File: config.mk
export PLATFORM = sky130hd
export DESIGN_NAME = rc4_ksa_engine
export DESIGN_NICKNAME = d
export VERILOG_FILES = /design/src/rtl/rc4_pkg.sv /design/src/rtl/rc4_key_byte_sel.sv /design/src/rtl/rc4_ksa_engine.sv
export SDC_FILE = /design/constraint.sdc
export NUM_CORES = 1
export LEC_CHECK = 0
export ABC_AREA = 0
export CAP_MARGIN = 10
export CORE_MARGIN = 10
export CORE_UTILIZATION = 53
export CTS_CLUSTER_DIAMETER = 40
export DETAILED_ROUTE_END_ITERATION = 10
export PLACE_DENSITY = 0.83
export SYNTH_ARGS = -nofsm -noshare
export SYNTH_HDL_FRONTEND = slang
export SYNTH_SLANG_ARGS = --single-unit
File: constraint.sdc
create_clock -name clk -period 3.88 [get_ports clk]
set_input_delay 0.582 -clock clk [delete_from_list [all_inputs] [get_ports clk]]
set_output_delay 0.582 -clock clk [all_outputs]
set_load 0.05 [all_outputs]
File: src/rtl/rc4_pkg.sv
// Shared definitions for the RC4 key-scheduling engine.
//   rc4_state_e : engine FSM states.
//   iter_cycles : cycles per swap-loop iteration for a given RAM read latency.
package rc4_pkg;

  typedef enum logic [2:0] {
    StIdle,
    StInit,
    StRdI,
    StSum,
    StRdJ,
    StWrI,
    StWrJ,
    StDone
  } rc4_state_e;

  // RD_I and RD_J each hold for rd_latency+1 cycles; SUM, WR_I and WR_J take one each.
  function automatic int unsigned iter_cycles(input int unsigned rd_latency);
    return 2 * (rd_latency + 1) + 3;
  endfunction

endpackage

File: src/rtl/rc4_key_byte_sel.sv
// Key byte selector for the RC4 key schedule.
// Holds the key index (which wraps after KEY_BYTES-1) and muxes the selected
// byte out of the latched key.
//   clk, reset : clock, synchronous active-high reset
//   clear      : force the index to 0
//   advance    : step the index, wrapping to 0 after KEY_BYTES-1
//   key        : latched key, byte k = key[8k+7:8k]
//   key_byte   : byte selected by the current index
module rc4_key_byte_sel #(
  parameter int unsigned KEY_BYTES = 3
) (
  input  logic                   clk,
  input  logic                   reset,
  input  logic                   clear,
  input  logic                   advance,
  input  logic [KEY_BYTES*8-1:0] key,
  output logic [7:0]             key_byte
);

  localparam int unsigned IdxW = (KEY_BYTES > 1) ? $clog2(KEY_BYTES) : 1;
  localparam logic [IdxW-1:0] LastIdx = IdxW'(KEY_BYTES - 1);

  logic [IdxW-1:0] idx_q, idx_d;

  always_comb begin
    idx_d = idx_q;
    if (clear) begin
      idx_d = '0;
    end else if (advance) begin
      idx_d = (idx_q == LastIdx) ? '0 : idx_q + 1'b1;
    end
  end

  always_ff @(posedge clk) begin
    if (reset) begin
      idx_q <= '0;
    end else begin
      idx_q <= idx_d;
    end
  end

  always_comb begin
    key_byte = '0;
    for (int k = 0; k < KEY_BYTES; k++) begin
      if (idx_q == IdxW'(k)) begin
        key_byte = key[k*8 +: 8];
      end
    end
  end

endmodule

File: src/rtl/rc4_ksa_engine.sv
// Self-sequenced RC4 key-scheduling engine driving a single-port synchronous S RAM.
// Optionally fills S[i]=i, then runs j = j + S[i] + key[i mod KEY_BYTES] with a
// swap of S[i]/S[j] for every i in 0..2**ADDR_W-1.
//   clk, reset : clock, synchronous active-high reset
//   start      : begin a run (only honoured in IDLE)
//   init_en    : run the S[i]=i fill before the swap loop (sampled with start)
//   key        : key bytes, sampled with start
//   mem_rdata  : S RAM read data, valid RD_LATENCY cycles after the address
//   mem_addr   : S RAM address
//   mem_wdata  : S RAM write data
//   mem_wr_en  : S RAM write enable
//   busy       : high in every state except IDLE
//   done       : one-cycle pulse after the last swap
module rc4_ksa_engine
  import rc4_pkg::*;
#(
  parameter int unsigned KEY_BYTES  = 3,
  parameter int unsigned ADDR_W     = 8,
  parameter int unsigned RD_LATENCY = 1
) (
  input  logic                   clk,
  input  logic                   reset,
  input  logic                   start,
  input  logic                   init_en,
  input  logic [KEY_BYTES*8-1:0] key,
  input  logic [7:0]             mem_rdata,
  output logic [ADDR_W-1:0]      mem_addr,
  output logic [7:0]             mem_wdata,
  output logic                   mem_wr_en,
  output logic                   busy,
  output logic                   done
);

  localparam int unsigned CntW = $clog2(RD_LATENCY + 1);
  localparam logic [CntW-1:0] RdLast = CntW'(RD_LATENCY);
  localparam logic [ADDR_W-1:0] LastAddr = '1;

  rc4_state_e state_q, state_d;
  logic [ADDR_W-1:0]      i_q, i_d;
  logic [ADDR_W-1:0]      j_q, j_d;
  logic [7:0]             si_q, si_d;
  logic [7:0]             sj_q, sj_d;
  logic [CntW-1:0]        cnt_q, cnt_d;
  logic [KEY_BYTES*8-1:0] key_q, key_d;
  logic                   key_clear, key_advance;
  logic [7:0]             key_byte;

  rc4_key_byte_sel #(
    .KEY_BYTES(KEY_BYTES)
  ) u_key_sel (
    .clk      (clk),
    .reset    (reset),
    .clear    (key_clear),
    .advance  (key_advance),
    .key      (key_q),
    .key_byte (key_byte)
  );

  always_comb begin
    state_d     = state_q;
    i_d         = i_q;
    j_d         = j_q;
    si_d        = si_q;
    sj_d        = sj_q;
    cnt_d       = cnt_q;
    key_d       = key_q;
    key_clear   = 1'b0;
    key_advance = 1'b0;
    mem_addr    = '0;
    mem_wdata   = '0;
    mem_wr_en   = 1'b0;
    busy        = 1'b1;
    done        = 1'b0;

    unique case (state_q)
      StIdle: begin
        busy = 1'b0;
        if (start) begin
          key_d     = key;
          i_d       = '0;
          j_d       = '0;
          cnt_d     = '0;
          key_clear = 1'b1;
          state_d   = init_en ? StInit : StRdI;
        end
      end
      StInit: begin
        mem_addr  = i_q;
        mem_wdata = 8'(i_q);
        mem_wr_en = 1'b1;
        i_d       = i_q + 1'b1;  // wraps to 0 after the last address
        if (i_q == LastAddr) begin
          state_d = StRdI;
        end
      end
      StRdI: begin
        mem_addr = i_q;
        if (cnt_q == RdLast) begin
          cnt_d   = '0;
          si_d    = mem_rdata;
          state_d = StSum;
        end else begin
          cnt_d = cnt_q + 1'b1;
        end
      end
      StSum: begin
        mem_addr = i_q;
        j_d      = j_q + ADDR_W'(si_q) + ADDR_W'(key_byte);
        state_d  = StRdJ;
      end
      StRdJ: begin
        mem_addr = j_q;
        if (cnt_q == RdLast) begin
          cnt_d   = '0;
          sj_d    = mem_rdata;
          state_d = StWrI;
        end else begin
          cnt_d = cnt_q + 1'b1;
        end
      end
      StWrI: begin
        mem_addr  = i_q;
        mem_wdata = sj_q;
        mem_wr_en = 1'b1;
        state_d   = StWrJ;
      end
      StWrJ: begin
        mem_addr    = j_q;
        mem_wdata   = si_q;
        mem_wr_en   = 1'b1;
        i_d         = i_q + 1'b1;
        key_advance = 1'b1;
        state_d     = (i_q == LastAddr) ? StDone : StRdI;
      end
      StDone: begin
        done    = 1'b1;
        state_d = StIdle;
      end
      default: begin
        state_d = StIdle;
      end
    endcase
  end

  always_ff @(posedge clk) begin
    if (reset) begin
      state_q <= StIdle;
      i_q     <= '0;
      j_q     <= '0;
      si_q    <= '0;
      sj_q    <= '0;
      cnt_q   <= '0;
      key_q   <= '0;
    end else begin
      state_q <= state_d;
      i_q     <= i_d;
      j_q     <= j_d;
      si_q    <= si_d;
      sj_q    <= sj_d;
      cnt_q   <= cnt_d;
      key_q   <= key_d;
    end
  end

endmodule

==> impl_metrics.toml, run 1 <==
[synth]
yosysTopAreaCellShare = 0.3801
synthMuxAreaShare = 0.1019
synth_area_leader_cell = "dfxtp_1"
synth_top_family_by_area = "simple AND/OR/NAND/NOR gates"
ys_async_sr_fraction = 0
synth-edff-count = 0
syn_avg_cell_area_um2 = 8.205
synthSimpleGateAreaFrac = 0.2149
synth-seq-area-share = 0.3801
yosys_warnings = 0
synthesis.area_um2 = 3266
synth_xor_area_frac = 0.01609
syn_nets = 449
yosysUniqueCellTypes = 49
synth.area.top_cells = "dfxtp_1, mux2i_1, nand2_1"
syn_inst = 398
synthFlopType = "dfxtp_1"
synthAdderAreaFrac = 0.07586
synth_compound_area_frac = 0.1659
ys_ff_latch = 62

[clocking]
h-tree-depth = 3
cts_buffers = 9
cts_tree = "built"
cts_max_path_buffers = 2
clockRootBuffer = "clkbuf_8"
cts-hold-fix-buffers = 0
insertion_delay_ns = 0.34
cts_setup_buffers = 0
path_clk_slew_ns = 0.06
cts_num_sinks = 62
cts_resized = 0

[min_path]
hp-class = "register to register"
whs_path_depth = 2
min_to = "key_q[13]"
worstHoldStart = "key_q[13]"

[detailed_routing]
via_per_inst = 5.753
wl_per_cell_um = 16.01
first_iter_violations = 209
drtAntennaViolNets = 0
routed-via-count = 3003
first_pass_iters = 5
wl_um = 8358
drcViolationCount = 0

[power_and_ir_drop]
pwr_density_cell_nw_per_um2 = 484.5
vdd_drop_max_uv = 343.1
leakage_nw = 1.456
p_total_w = 0.001940

[sta]
report.final.slew_viol_count = 0
rsz0062_at_grt = "false"
hold_ws_ns = 0.4546
finalHoldViolations = 0
skew_ns = 0.009696
max_slew_margin = 0.2442
min_period_ns = 3.317
tightest_slew_ns = 1.134
setup_viol = 0
setup_tns_ns = 0
post-route-period-util = 0.8549
fmax_ghz = 0.3015

[floorplan]
dieArea_um2 = 9701
die_y_um = 98.50
io_pins = 55
initial_core_util = 0.5483
die_w_um = 98.50
core_um2 = 5956
row_count = 28

[global_routing]
grt.overflow.total = 0
grt_max_degree = 65
grt_pass1_vias = 2865
antenna_found_initial = 0
grt_pass1_wl_um = 13980
grt_usage = 0.1713

[final_layout]
final_cell_mix = "nand2_1, dfxtp_1, clkdlybuf4s50_1"
instances_no_fill = 522
area_growth_pct = 22.61
diodes = 0
drive_gt1_frac = 0.05593
final_common_cell = "nand2_1"
nets = 493

[run_status]
status = "finished, final reports clean"

[worst_setup_path]
endpoint_kind = "primary output"
path_class = "register to primary output"
r2r-start = "u_key_sel.idx_q[1]"
reg2reg_depth = 11
r2r_slack_ns = 0.73
reg2reg_to = "j_q[7]"
cp_data_required_time_ns = 3.30
start_kind = "register"
path_max_fanout = 14
arrival_ns = 2.73

[placed_design]
dp.cells = 506
placement.io_buffers = 54
place.gp.congestion = 0.9124
dp_hpwl_um = 6041

[job]
maxCapViolCount = 0
[layout make-up]
type                            instances  area [µm²]
Multi-Input combinational cell        302        1883
Timing Repair Buffer                   58       565.5
Inverter                                9       33.78
Fill cell                             503        1952
Sequential cell                        62        1241
Tap cell                               75       93.84
Clock buffer                           13       168.9
Clock inverter                          3       17.52
[how the worst max path moves through the flow]
| stage | startpoint | end | slack [ns] | cells after the start |
|---|---|---|---|---|
| after detailed placement | u_key_sel.idx_q[1] | j_q[7] | 0.80 | 11 |
| after global placement | u_key_sel.idx_q[1] | j_q[7] | 0.85 | 11 |
| final | state_q[1] | mem_addr[3] | 0.56 | 4 |
| after CTS | state_q[1] | mem_addr[3] | 0.59 | 4 |
| after floorplan | u_key_sel.idx_q[0] | j_q[7] | 1.07 | 11 |
| after global routing | state_q[1] | mem_wdata[3] | 0.41 | 5 |
[cell usage after synthesis (all sizes together) (3+ instances only)]
library cell / number
xnor2: 4
mux2i: 31
clkbuf: 14
o21ai: 13
a22o: 8
o22ai: 9
inv: 9
nor2: 38
nand3: 11
fa: 8
a21oi: 44
nor3: 8
nor2b: 3
dfxtp: 62
nand2: 79
buf: 11
ha: 7
or3: 5
a31oi: 4
[through the flow]
step                  util  instance area (µm²)  setup slack, ns
floorplan                -                 3266            1.067
global placement    0.6410                 3817           0.8469
detailed placement  0.6410                 3817           0.8008
CTS                 0.6723                 4004           0.5870
global route        0.6723                 4004           0.4065
finish              0.6723                 4004           0.5630
[report_power, final]
part	switching (W)	internal [W]	total, W
registers	0.0000923	0.000720	0.000812
logic	0.000362	0.000230	0.000592
clock network	0.000253	0.000282	0.000535
[metal layers]
layer / GRT usage / up-vias / share of wire
met3: 0.04399 / 19 / 0.075
met2: 0.2733 / 127 / 0.48
met5: 0 / - / 0
li1: - / 1469 / -
met1: 0.2098 / 1388 / 0.42
met4: 0.08269 / 0 / 0.032
[registers in the layout, indices dropped and copies added (netlist names)]
| name | count |
|---|---|
| i_q | 8 |
| state_q | 3 |
| key_q | 24 |
| sj_q | 8 |
| j_q | 8 |
| u_key_sel.idx_q | 2 |
| si_q | 8 |
| cnt_q | 1 |
[cells by family after synthesis]
family / Yosys count
DFF: 62
AOI/OAI and AO/OA: 91
and+or+nand+nor: 157
xor gates and xnor gates: 6
buffers and inverters: 34
muxes: 33
adders and majority gates: 15
[critical path: stages (launching register included)]
cell and delay [ns]:
dfxtp_1 0.66, nand2b_1 0.50, nand2_1 0.28, a22o_1 0.26
clkdlybuf4s50_1 0.70
Note: power is estimated with default switching activity, not from simulation.
==> run 2: changes to the inputs <==
==> constraint.sdc (replaced) <==
create_clock -name clk -period 3.88 [get_ports clk]
set_input_delay 0.776 -clock clk [delete_from_list [all_inputs] [get_ports clk]]
set_output_delay 0.776 -clock clk [all_outputs]
set_load 0.05 [all_outputs]
==> run 2 against run 1 <==
Cell count is 0.19% higher. Total power fell by 2.8%. Clock-buffer cell count fell by 1. Non-clock buffer count is 1 higher. Utilization decreased by 0.34 points. Setup slack got worse by 0.14 ns. Sequential power barely moved. Critical path type unchanged. Largest cell class unchanged.
==> impl_metrics.toml, run 2 (synthesized netlist as in run 1, its figures left out) <==
[run_status]
status = "finished, final reports clean"

[clocking]
clockRootBuffer = "clkbuf_8"
cts_resized = 0
insertion_delay_ns = 0.34
cts_buffers = 9
h-tree-depth = 3
cts_setup_buffers = 0
cts_tree = "built"
path_clk_slew_ns = 0.07
cts_num_sinks = 62
cts_max_path_buffers = 2
cts-hold-fix-buffers = 0

[final_layout]
diodes = 0
drive_gt1_frac = 0.05357
fill_cells = 524
area_growth_pct = 21.99
regMostFlops = "key_q"
instances_no_fill = 523
final_cell_mix = "nand2_1, dfxtp_1, clkdlybuf4s50_1"
nets = 494
final_util = 0.6689
largest_reg_flops = 24
final_common_cell = "nand2_1"

[worst_setup_path]
r2r_slack_ns = 0.81
cp_common_cell = "nand2_1"
path_class = "register to primary output"
start_kind = "register"
arrival_ns = 2.68
max_stage_delay_ns = 0.84
path_max_fanout = 14
critPathSlowestCell = "clkdlybuf4s50_1"
cpLargestDelayFamily = "buffers and inverters"
worstPathCellList = "nand2_1 > nor2_1 > nand2_1 > o21ai_0 > clkdlybuf4s50_1"
path_buf_inv = 1
endpoint_kind = "primary output"
cp_data_required_time_ns = 3.10

[sta]
post-route-period-util = 0.8899
report.final.slew_viol_count = 0
worst_slack_ns = 0.4272
skew_ns = 0.006819
tightest_slew_ns = 1.120
hold_ws_ns = 0.4567
max_slew_margin = 0.2530
finalHoldViolations = 0
setup_viol = 0
fmax_ghz = 0.2896
min_period_ns = 3.453
rsz0062_at_grt = "false"
setup_tns_ns = 0

[floorplan]
row_count = 28
io_pins = 55
initial_core_util = 0.5483
die_w_um = 98.50
die_y_um = 98.50
core_um2 = 5956
dieArea_um2 = 9701

[detailed_routing]
wl_per_cell_um = 16.08
wl_um = 8412
via_per_inst = 5.685
drcViolationCount = 0
first_iter_violations = 231
drtAntennaViolNets = 0
first_pass_iters = 4
routed-via-count = 2973

[power_and_ir_drop]
vdd_drop_max_uv = 333.2
leakage_nw = 1.449
pwr_density_cell_nw_per_um2 = 473.5

[job]
maxCapViolCount = 0

[global_routing]
grt_usage = 0.1742
grt_pass1_wl_um = 14090
grt_max_degree = 65
grt.overflow.total = 0
antenna_found_initial = 0
grt_pass1_vias = 2902

[placed_design]
dp.cells = 507
dp_hpwl_um = 6091
preCtsSetupSlack_ns = 0.8133
place.gp.congestion = 0.8867
placement.io_buffers = 54

[min_path]
hp-class = "register to register"
==> run 2: cell count changes in the layout (fill, tap and decap cells not counted) <==
cell,before,now
clkinv_4,0,1
clkbuf_8,12,9
clkbuf_1,1,3
clkinv_2,2,3
clkinvlp_4,1,0
buf_4,4,5
==> run 2: report_power, final <==
part / leakage, nW / switching [W] / internal [W]
combinational: 0.861 / 0.000365 / 0.000234
sequential: 0.504 / 0.0000946 / 0.000720
clock: 0.0841 / 0.000243 / 0.000230
total: 1.45 / 0.000702 / 0.00118
==> run 2: metal layers <==
metal | up-vias | global-route usage | wire length (µm)
met1 | 1373 | 0.2035 | 3615
li1 | 1475 | - | -
met2 | 102 | 0.2864 | 4005
met4 | 0 | 0.09041 | 257
met3 | 23 | 0.04609 | 534
met5 | - | 0 | 0
==> run 2: stage by stage <==
step	instance area (µm²)	total power [W]
6_report	3984	0.001886
5_1_grt	3984	0.002004
4_1_cts	3984	0.001893
3_5_place_dp	3825	0.001422
3_3_place_gp	3825	0.001402
2_1_floorplan	3266	0.001254
==> run 2: worst paths after layout <==
check	startpoint	to	cells past startpoint
max	state_q[1]	mem_wdata[4]	5
min	key_q[13]	key_q[13]	2
min reg2reg	key_q[13]	key_q[13]	2
max reg2reg	u_key_sel.idx_q[1]	j_q[7]	11
==> run 2: tightest hold or removal path: cells and delay by family (launching register included) <==
family,cells,cell delay (ns)
flops,1,0.31
simple gates,1,0.05
compound gates,1,0.05
==> run 2: area by class of cell <==
class                           count  area [µm²]  area share
Clock inverter                      4       23.77    0.005967
Multi-Input combinational cell    302        1883      0.4727
Tap cell                           75       93.84     0.02356
Inverter                            9       33.78    0.008480
Clock buffer                       12       135.1     0.03392
Timing Repair Buffer               59       573.1      0.1438
Sequential cell                    62        1241      0.3116
